$ cat src/rtl/shifter_pkg.sv
// shifter_pkg
//   Shared definitions for the pipelined barrel shifter (shifter_pipe).
//   Contents: OP_W (operation field width) and the operation encodings.
//   Encodings not listed in op_e are legal and mean "pass data through unchanged".
package shifter_pkg;

  localparam int OP_W = 3;

  typedef enum logic [OP_W-1:0] {
    OP_ROL = 3'b000,
    OP_SLL = 3'b001,
    OP_ROR = 3'b010,
    OP_SRL = 3'b011,
    OP_SRA = 3'b100
  } op_e;

endpackage

$ cat src/rtl/shifter_pipe_stage.sv
// shifter_pipe_stage
//   One layer of the pipelined barrel shifter: applies a shift of SHIFT
//   positions when cnt bit log2(SHIFT) is set, else passes the operand, then
//   registers data together with the cnt/op/sign/valid fields that travel
//   alongside it.
// Parameters
//   WIDTH  data width
//   SHIFT  shift amount of this layer (a power of two, < WIDTH)
//   CNT_W  shift-count width
// Ports
//   clk, rst_n                  clock, asynchronous active-low reset
//   load                        stage may capture (its ready)
//   prev_valid/data/cnt/op/sign fields from the upstream stage (or the input port)
//   result                      combinational output of this layer's mux
//   valid/data/cnt/op/sign      registered fields presented downstream
module shifter_pipe_stage
  import shifter_pkg::*;
#(
  parameter int WIDTH = 16,
  parameter int SHIFT = 1,
  parameter int CNT_W = $clog2(WIDTH)
) (
  input  logic             clk,
  input  logic             rst_n,
  input  logic             load,
  input  logic             prev_valid,
  input  logic [WIDTH-1:0] prev_data,
  input  logic [CNT_W-1:0] prev_cnt,
  input  logic [OP_W-1:0]  prev_op,
  input  logic             prev_sign,
  output logic [WIDTH-1:0] result,
  output logic             valid,
  output logic [WIDTH-1:0] data,
  output logic [CNT_W-1:0] cnt,
  output logic [OP_W-1:0]  op,
  output logic             sign
);

  localparam int BIT = $clog2(SHIFT);

  // Arithmetic fills use the operand's original MSB (prev_sign), not the
  // current MSB, which earlier layers may already have replaced.
  always_comb begin
    result = prev_data;
    if (prev_cnt[BIT]) begin
      case (prev_op)
        OP_ROL:  result = (prev_data << SHIFT) | (prev_data >> (WIDTH - SHIFT));
        OP_SLL:  result = prev_data << SHIFT;
        OP_ROR:  result = (prev_data >> SHIFT) | (prev_data << (WIDTH - SHIFT));
        OP_SRL:  result = prev_data >> SHIFT;
        OP_SRA:  result = (prev_data >> SHIFT) |
                          (prev_sign ? ~({WIDTH{1'b1}} >> SHIFT) : '0);
        default: result = prev_data;
      endcase
    end
  end

  always_ff @(posedge clk or negedge rst_n) begin
    if (!rst_n) begin
      valid <= 1'b0;
      data  <= '0;
      cnt   <= '0;
      op    <= '0;
      sign  <= 1'b0;
    end else if (load) begin
      valid <= prev_valid;
      data  <= result;
      cnt   <= prev_cnt;
      op    <= prev_op;
      sign  <= prev_sign;
    end
  end

endmodule

$ cat src/rtl/shifter_pipe.sv
// shifter_pipe
//   Fully pipelined barrel shifter, one register stage per log2 layer
//   (CNT_W stages). Supports ROL, SLL, ROR, SRL, SRA; other op codes pass
//   the operand through unchanged.
// Optional build macro
//   SHIFTER_ZERO_FLAG_EN  adds out_zero, registered with out_data in the
//                         final stage (1 when out_data == 0).
// Parameters
//   WIDTH  data width (power of two, >= 2)
//   CNT_W  shift-count width = number of pipeline stages
// Ports
//   clk, rst_n           clock, asynchronous active-low reset
//   in_valid/in_ready    input handshake; in_data, in_cnt, in_op operand fields
//   out_valid/out_ready  output handshake; out_data result
//   out_zero             (SHIFTER_ZERO_FLAG_EN only) out_data == 0
//
// Handshake: a transfer happens on a rising edge where valid && ready. The
// producer holds valid and its payload stable until the transfer; out_data and
// out_valid are held stable while out_ready is low. Stage k may load when it
// is empty or the stage after it is loading (ready_k = !valid_k ||
// ready_{k+1}, ready_CNT_W = out_ready), so a full pipe pops and pushes in the
// same cycle.
module shifter_pipe
  import shifter_pkg::*;
#(
  parameter int WIDTH = 16,
  parameter int CNT_W = $clog2(WIDTH)
) (
  input  logic             clk,
  input  logic             rst_n,
  input  logic             in_valid,
  output logic             in_ready,
  input  logic [WIDTH-1:0] in_data,
  input  logic [CNT_W-1:0] in_cnt,
  input  logic [OP_W-1:0]  in_op,
  output logic             out_valid,
  input  logic             out_ready,
  output logic [WIDTH-1:0] out_data
`ifdef SHIFTER_ZERO_FLAG_EN
  ,
  output logic             out_zero
`endif
);

  // Index 0 is the input port; index k+1 is the register bank of stage k.
  logic             v_s  [CNT_W+1];
  logic [WIDTH-1:0] d_s  [CNT_W+1];
  logic [CNT_W-1:0] c_s  [CNT_W+1];
  logic [OP_W-1:0]  o_s  [CNT_W+1];
  logic             sg_s [CNT_W+1];
  logic [CNT_W-1:0][WIDTH-1:0] res_s;
  logic [CNT_W:0]   rdy;

  assign v_s[0]  = in_valid;
  assign d_s[0]  = in_data;
  assign c_s[0]  = in_cnt;
  assign o_s[0]  = in_op;
  assign sg_s[0] = in_data[WIDTH-1];

  // Ready ripples back from the consumer through every stage in one cycle.
  always_comb begin
    rdy        = '0;
    rdy[CNT_W] = out_ready;
    for (int k = CNT_W - 1; k >= 0; k--) begin
      rdy[k] = !v_s[k+1] || rdy[k+1];
    end
  end

  assign in_ready = rdy[0];

  for (genvar k = 0; k < CNT_W; k++) begin : g_stage
    shifter_pipe_stage #(
      .WIDTH (WIDTH),
      .SHIFT (2 ** k),
      .CNT_W (CNT_W)
    ) u_stage (
      .clk        (clk),
      .rst_n      (rst_n),
      .load       (rdy[k]),
      .prev_valid (v_s[k]),
      .prev_data  (d_s[k]),
      .prev_cnt   (c_s[k]),
      .prev_op    (o_s[k]),
      .prev_sign  (sg_s[k]),
      .result     (res_s[k]),
      .valid      (v_s[k+1]),
      .data       (d_s[k+1]),
      .cnt        (c_s[k+1]),
      .op         (o_s[k+1]),
      .sign       (sg_s[k+1])
    );
  end

  assign out_valid = v_s[CNT_W];
  assign out_data  = d_s[CNT_W];

`ifdef SHIFTER_ZERO_FLAG_EN
  // Loads on the same condition as the final stage, so it always describes
  // the out_data currently presented. Reset data is 0, hence reset value 1.
  always_ff @(posedge clk or negedge rst_n) begin
    if (!rst_n) begin
      out_zero <= 1'b1;
    end else if (rdy[CNT_W-1]) begin
      out_zero <= (res_s[CNT_W-1] == '0);
    end
  end
`endif

  // The last stage's side fields and the per-stage mux outputs have no
  // consumer in the top level; gathered here so their disuse is deliberate.
  logic unused_tail;
  assign unused_tail = ^{c_s[CNT_W], o_s[CNT_W], sg_s[CNT_W], res_s};

endmodule

$ cat config.mk
export PLATFORM = sky130hd
export DESIGN_NAME = shifter_pipe
export DESIGN_NICKNAME = d
export VERILOG_FILES = /design/src/rtl/shifter_pkg.sv /design/src/rtl/shifter_pipe_stage.sv /design/src/rtl/shifter_pipe.sv
export SDC_FILE = /design/constraint.sdc
export NUM_CORES = 1
export LEC_CHECK = 0
export CORE_MARGIN = 2
export CORE_UTILIZATION = 61
export CTS_CLUSTER_SIZE = 28
export DETAILED_ROUTE_END_ITERATION = 8
export PLACE_DENSITY = 0.92
export SLEW_MARGIN = 20
export SYNTH_ARGS = -nofsm -noshare
export SYNTH_HDL_FRONTEND = slang
export SYNTH_SLANG_ARGS = --single-unit
$ cat constraint.sdc
create_clock -name clk -period 4.4 [get_ports clk]
set_input_delay 0.88 -clock clk [delete_from_list [all_inputs] [get_ports clk]]
set_output_delay 0.88 -clock clk [all_outputs]
set_load 0.01 [all_outputs]
* Word-level counts from Yosys, hierarchy flattened *
Cells that the tools add are included.

storage, ports and cells
  memory bits (read-only) = 0
  word-level logic and storage cells = 69
  bits in latches = 0
  memories = 0
  bits in writable memories = 0
  register bits after elaboration = 92

operators by class
  add/subtract/negate cells = 0
  mux-type cells = 12
  multipliers = 0
  magnitude comparators = 0
  bitwise logic cells = 11
  divide/modulo/power cells = 0
  reductions and logical operators = 13
  shift operators = 0
  equal/unequal tests = 16

operators by type and width
  operator            number
  $pmux 16 s5         3
  $mux 16             8
  $pmux 16 s4         1
  $or 12x16->16       2
  $or 14x16->16       2
  $or 15x16->16       2
  $eq 3x2->1 const B  8
  $or 16x1->16        1
  $or 16x2->16        1
  $or 16x4->16        1
  $or 16x8->16        1
  $or 8x16->16        1
  $eq 3x1->1 const B  4
  $eq 3x3->1 const B  4
  $logic_not 3->1     4
  $logic_not 1->1     4
  $logic_or 1x1->1    4
  $reduce_or 2->1     1

* Longest topological paths before layout *
  word-level depth = 5
  depth in mapped cells = 7

* Cells and area by module *
A second synthesis with hierarchy kept.

second synthesis, totals
  cells, all modules = 627
  area total of the unflattened synthesis = 6288.5 sq um

modules (own cells, without submodules)
  module                                    instances  cells each  area an instance (sq um)
  shifter_pipe_stage at g_stage[0].u_stage  1          155         1601.5
  shifter_pipe_stage at g_stage[2].u_stage  1          157         1586.5
  shifter_pipe_stage at g_stage[1].u_stage  1          156         1572.8
  shifter_pipe_stage at g_stage[3].u_stage  1          154         1495.2
  shifter_pipe                              1          5           32.5

* Worst setup path before layout *
OpenSTA, ideal clock, no wires.

  path type = input-to-output
  start = input out_ready
  end = output in_ready
  buffers on the path = 1
  stages on the path = 4
  setup slack = 1.999 ns
  arrival time = 1.521 ns
  path through = nand4b_4 > nor2_2 > buf_4 > inv_1

between the ends
  longest elaborated chain between the ends = 4

ends and longest elaborated chain
  what                            line                RTL
  start: declaration              shifter_pipe.sv:37  input logic out_ready,
  $logic_or 1x1->1 (4 in series)  shifter_pipe.sv:65  rdy[k] = !v_s[k+1] || rdy[k+1];
  end: declaration                shifter_pipe.sv:32  output logic in_ready,

Every way passes these cells.

* Worst setup path after layout *
Same ends and word-level chain as after synthesis.

==> run summary <==
Synth cell types = 52
RSZ-0062 raised after global routing = no
Max IR drop VDD = 0.199 mV
Area of the core = 7810 sq um
DR DRC count = 0
H-Tree Depth = 3
CTS tree = done
GRT overflow = 0
Crit path kind = input pin to output port
Routed WL = 11.7 mm
Hold_ws = 477 ps
Vias in the first global route = 3990
Final setup violation count = 0
Number of synthesized register bits = 86
RR Startpoint = g_stage[0].u_stage.op[2]
Drt pass-1 iters = 5
Crit path DAT = 2260 ps
Async set-reset flop share out of synthesis = 100%
Initial Utilization = 63.6%
R2r endpoint = g_stage[1].u_stage.data[14]
DR WL/cell = 18.3 microns
CP endpoint = in_ready
Cell breakdown of the critical path = clkdlybuf4s50_1 > nand4b_4 > nor2_2 > inv_1 > clkdlybuf4s50_1
EDFF count, synth = 0
Mapped cell area = 4960 sq um
Synth Instances = 536
Post-route ant nets = 0
Clock Sinks = 86
Cts bufs inserted = 9
Worst reg2reg path depth = 4
Area after DPL = 5190 sq um
Total track usage = 27.6%
IO Count = 45
Hold_buf cts = 0
FMAX = 0.318 GHz
Startpoint type of the worst setup path = input pin
Fin Setup TNS = 0 ps
Number of max-cap violations = 0
Power per cell area = 514 nW/um^2
Crit. Startpoint = out_ready
Syn Area/Cell = 9.26 sq um
Setup Buffers After CTS = 0
Initial antenna violation count = 0
DP HPWL = 8.11 mm
Final Max Tran Viols = 0
ANT cells = 0
Ys flop type = dfrtp_1
Worst-Skew Late Latency = 360 ps
LEAKAGE = 2.21 nW
Delay of the slowest cell on the worst path = 540 ps
Die height = 94.2 microns
Status = finished, final reports clean
Non-filler cells, final = 639
Global-route wire length before repair = 19.4 mm
Post-layout nets = 559
Layout cell share with drive strength beyond 1 = 8.38%
Root buffer cell = clkbuf_8
CTS Buffer Depth = 2
Clock slew at reported path FFs = 90 ps
Slew headroom = 28.1%
Min cycle time layout = 3140 ps
CTS resizes = 0
Register area share after synthesis = 43.3%
Die ar. = 8880 sq um
Most frequent cell on the critical path = clkdlybuf4s50_1
DP Cell Count = 622
GP Congestion = 0.975
Buf/Inv on CP = 3
Cell row count = 32
Final critical-path share of the clock period = 71.4%
Worst Max-Slew Pin Slew = 1080 ps
Via count = 4330
DRT iter0 DRCs = 329
Die Wd = 94.2 microns
Design Area, Final = 5440 sq um
Area grow syn2layout = 9.50%
Via-to-Cell Ratio = 6.78
Crit Path Max Fanout = 5
Hold Crit Class = flop to flop
Worst path required time = 3520 ps
Endpoints failing hold = 0
Slowest cell on the critical path = clkdlybuf4s50_1
Largest delay contributor family on the critical path = buffers and inverters
Nature of the critical path endpoint = output port
Yosys warning count = 0
Synth Net Count = 563
R2R setup slack = 2280 ps
Port Buffers = 44
Crit path depth = 5
Largest net degree at the start of global routing = 87
Setup Skew = 11.3 ps
[sequential cells by signal, summed over array words and instances, names as in the netlist]
register and flops:
g_stage.u_stage.op 9, g_stage.u_stage.valid 4, g_stage.u_stage.sign 3, g_stage.u_stage.data 64, g_stage.u_stage.cnt 6
[kinds of logic after synthesis]
kind of cell | after synthesis | synth area share [%]
AOI/OAI and AO/OA | 240 | 33.8
and+or+nand+nor | 129 | 12.6
DFF | 86 | 43.3
buffers and inverters | 70 | 7.81
muxes | 11 | 2.47
[stage by stage]
step                total power [mW]  util [%]  worst slack (ps)
floorplan                       1.90         -              2000
global placement                2.10      66.4              1290
detailed placement              2.15      66.4              1160
global route                    2.93      69.6              1190
finish                          2.79      69.6              1260
CTS                             2.77      69.4              1260
[cell usage after synthesis (2+ instances only)]
cell        n  area [sq um]
dfrtp_1    86          2150
o22ai_1    35           219
nor2_1     47           176
clkbuf_1   21          78.8
a221oi_1    8          70.1
and2_1      3          18.8
o22a_1      2          17.5
mux2_2      4          45.0
buf_4      23           173
nor2b_1     8          50.1
nand2b_1    9          56.3
o32a_1      8          80.1
inv_1       7          26.3
o32ai_1     6          52.6
o31ai_1    17           128
o21ai_1     2          10.0
o31a_1      2          17.5
o211a_1    19           190
o21ai_0    60           300
mux2_1      6          67.6
o21a_1     14           105
o311a_1     3          30.0
a21oi_1    38           190
nand2_1    44           165
o211ai_1    8          60.1
a2bb2oi_1   2          17.5
o221a_2     6          67.6
or2_1       2          12.5
or3_1       3          18.8
a2bb2oi_2   6          90.1
nand3b_1    2          15.0
buf_2      15          75.1
[area by class of cell]
type                    count  area, sq um
clock inverters             6         92.6
fillers                   582         2370
multi-input cells         380         2420
clock buffers              10          138
repair buffers             47          472
inverters                   8         30.0
flip-flops and latches     86         2150
well taps                 102          128
[layer usage]
layer	part of all wire [%]	vias to the layer above	global-route usage, %
met5	0	-	0
met4	3.4	0	12.6
met3	6.4	42	3.45
met2	49	234	46.4
met1	41	2078	35.6
li1	-	1976	-
[worst min path at each step]
stage,start,endpoint,slack [ps],cells past startpoint
6_report,g_stage[0].u_stage.cnt[3],g_stage[1].u_stage.cnt[3],480,2
5_1_grt,g_stage[0].u_stage.cnt[3],g_stage[1].u_stage.cnt[3],500,2
4_1_cts,g_stage[0].u_stage.cnt[3],g_stage[1].u_stage.cnt[3],480,2
3_5_place_dp,g_stage[0].u_stage.cnt[3],g_stage[1].u_stage.cnt[3],460,2
3_3_place_gp,g_stage[0].u_stage.cnt[3],g_stage[1].u_stage.cnt[3],450,2
2_1_floorplan,g_stage[0].u_stage.valid,g_stage[1].u_stage.valid,430,2
[worst min-delay path, cell delays in order (launching register included)]
cell	delay [ps]
dfrtp_1	350
nand2_1	50
nand2_1	50
[placed cells by master (no fill, tap or decap), types with 3 or more instances in the layout]
cell             netlist  final
a2bb2oi_2              6      6
mux2_2                 4      4
dfrtp_1               86     86
o311a_1                3      3
and2_1                 3      3
inv_1                  7      7
o211ai_1               8      8
nor2b_1                8      8
a221oi_1               8      8
or3_1                  3      3
mux2_1                 6      6
nor2_1                47     47
o22ai_1               35     35
o21a_1                14     14
o31ai_1               17     17
nand2b_1               9      9
o221a_2                6      6
o32ai_1                6      6
a21oi_1               38     38
o211a_1               19     19
nand2_1               44     44
o32a_1                 8      8
o21ai_0               60     60
clkbuf_8               0     10
clkdlybuf4s50_1        0     43
[where the power goes]
group	switching [mW]	internal, mW
registers	0.285	1.01
logic	0.420	0.444
clock network	0.295	0.339
total	1.00	1.79
(Power assumes the default switching activity.)
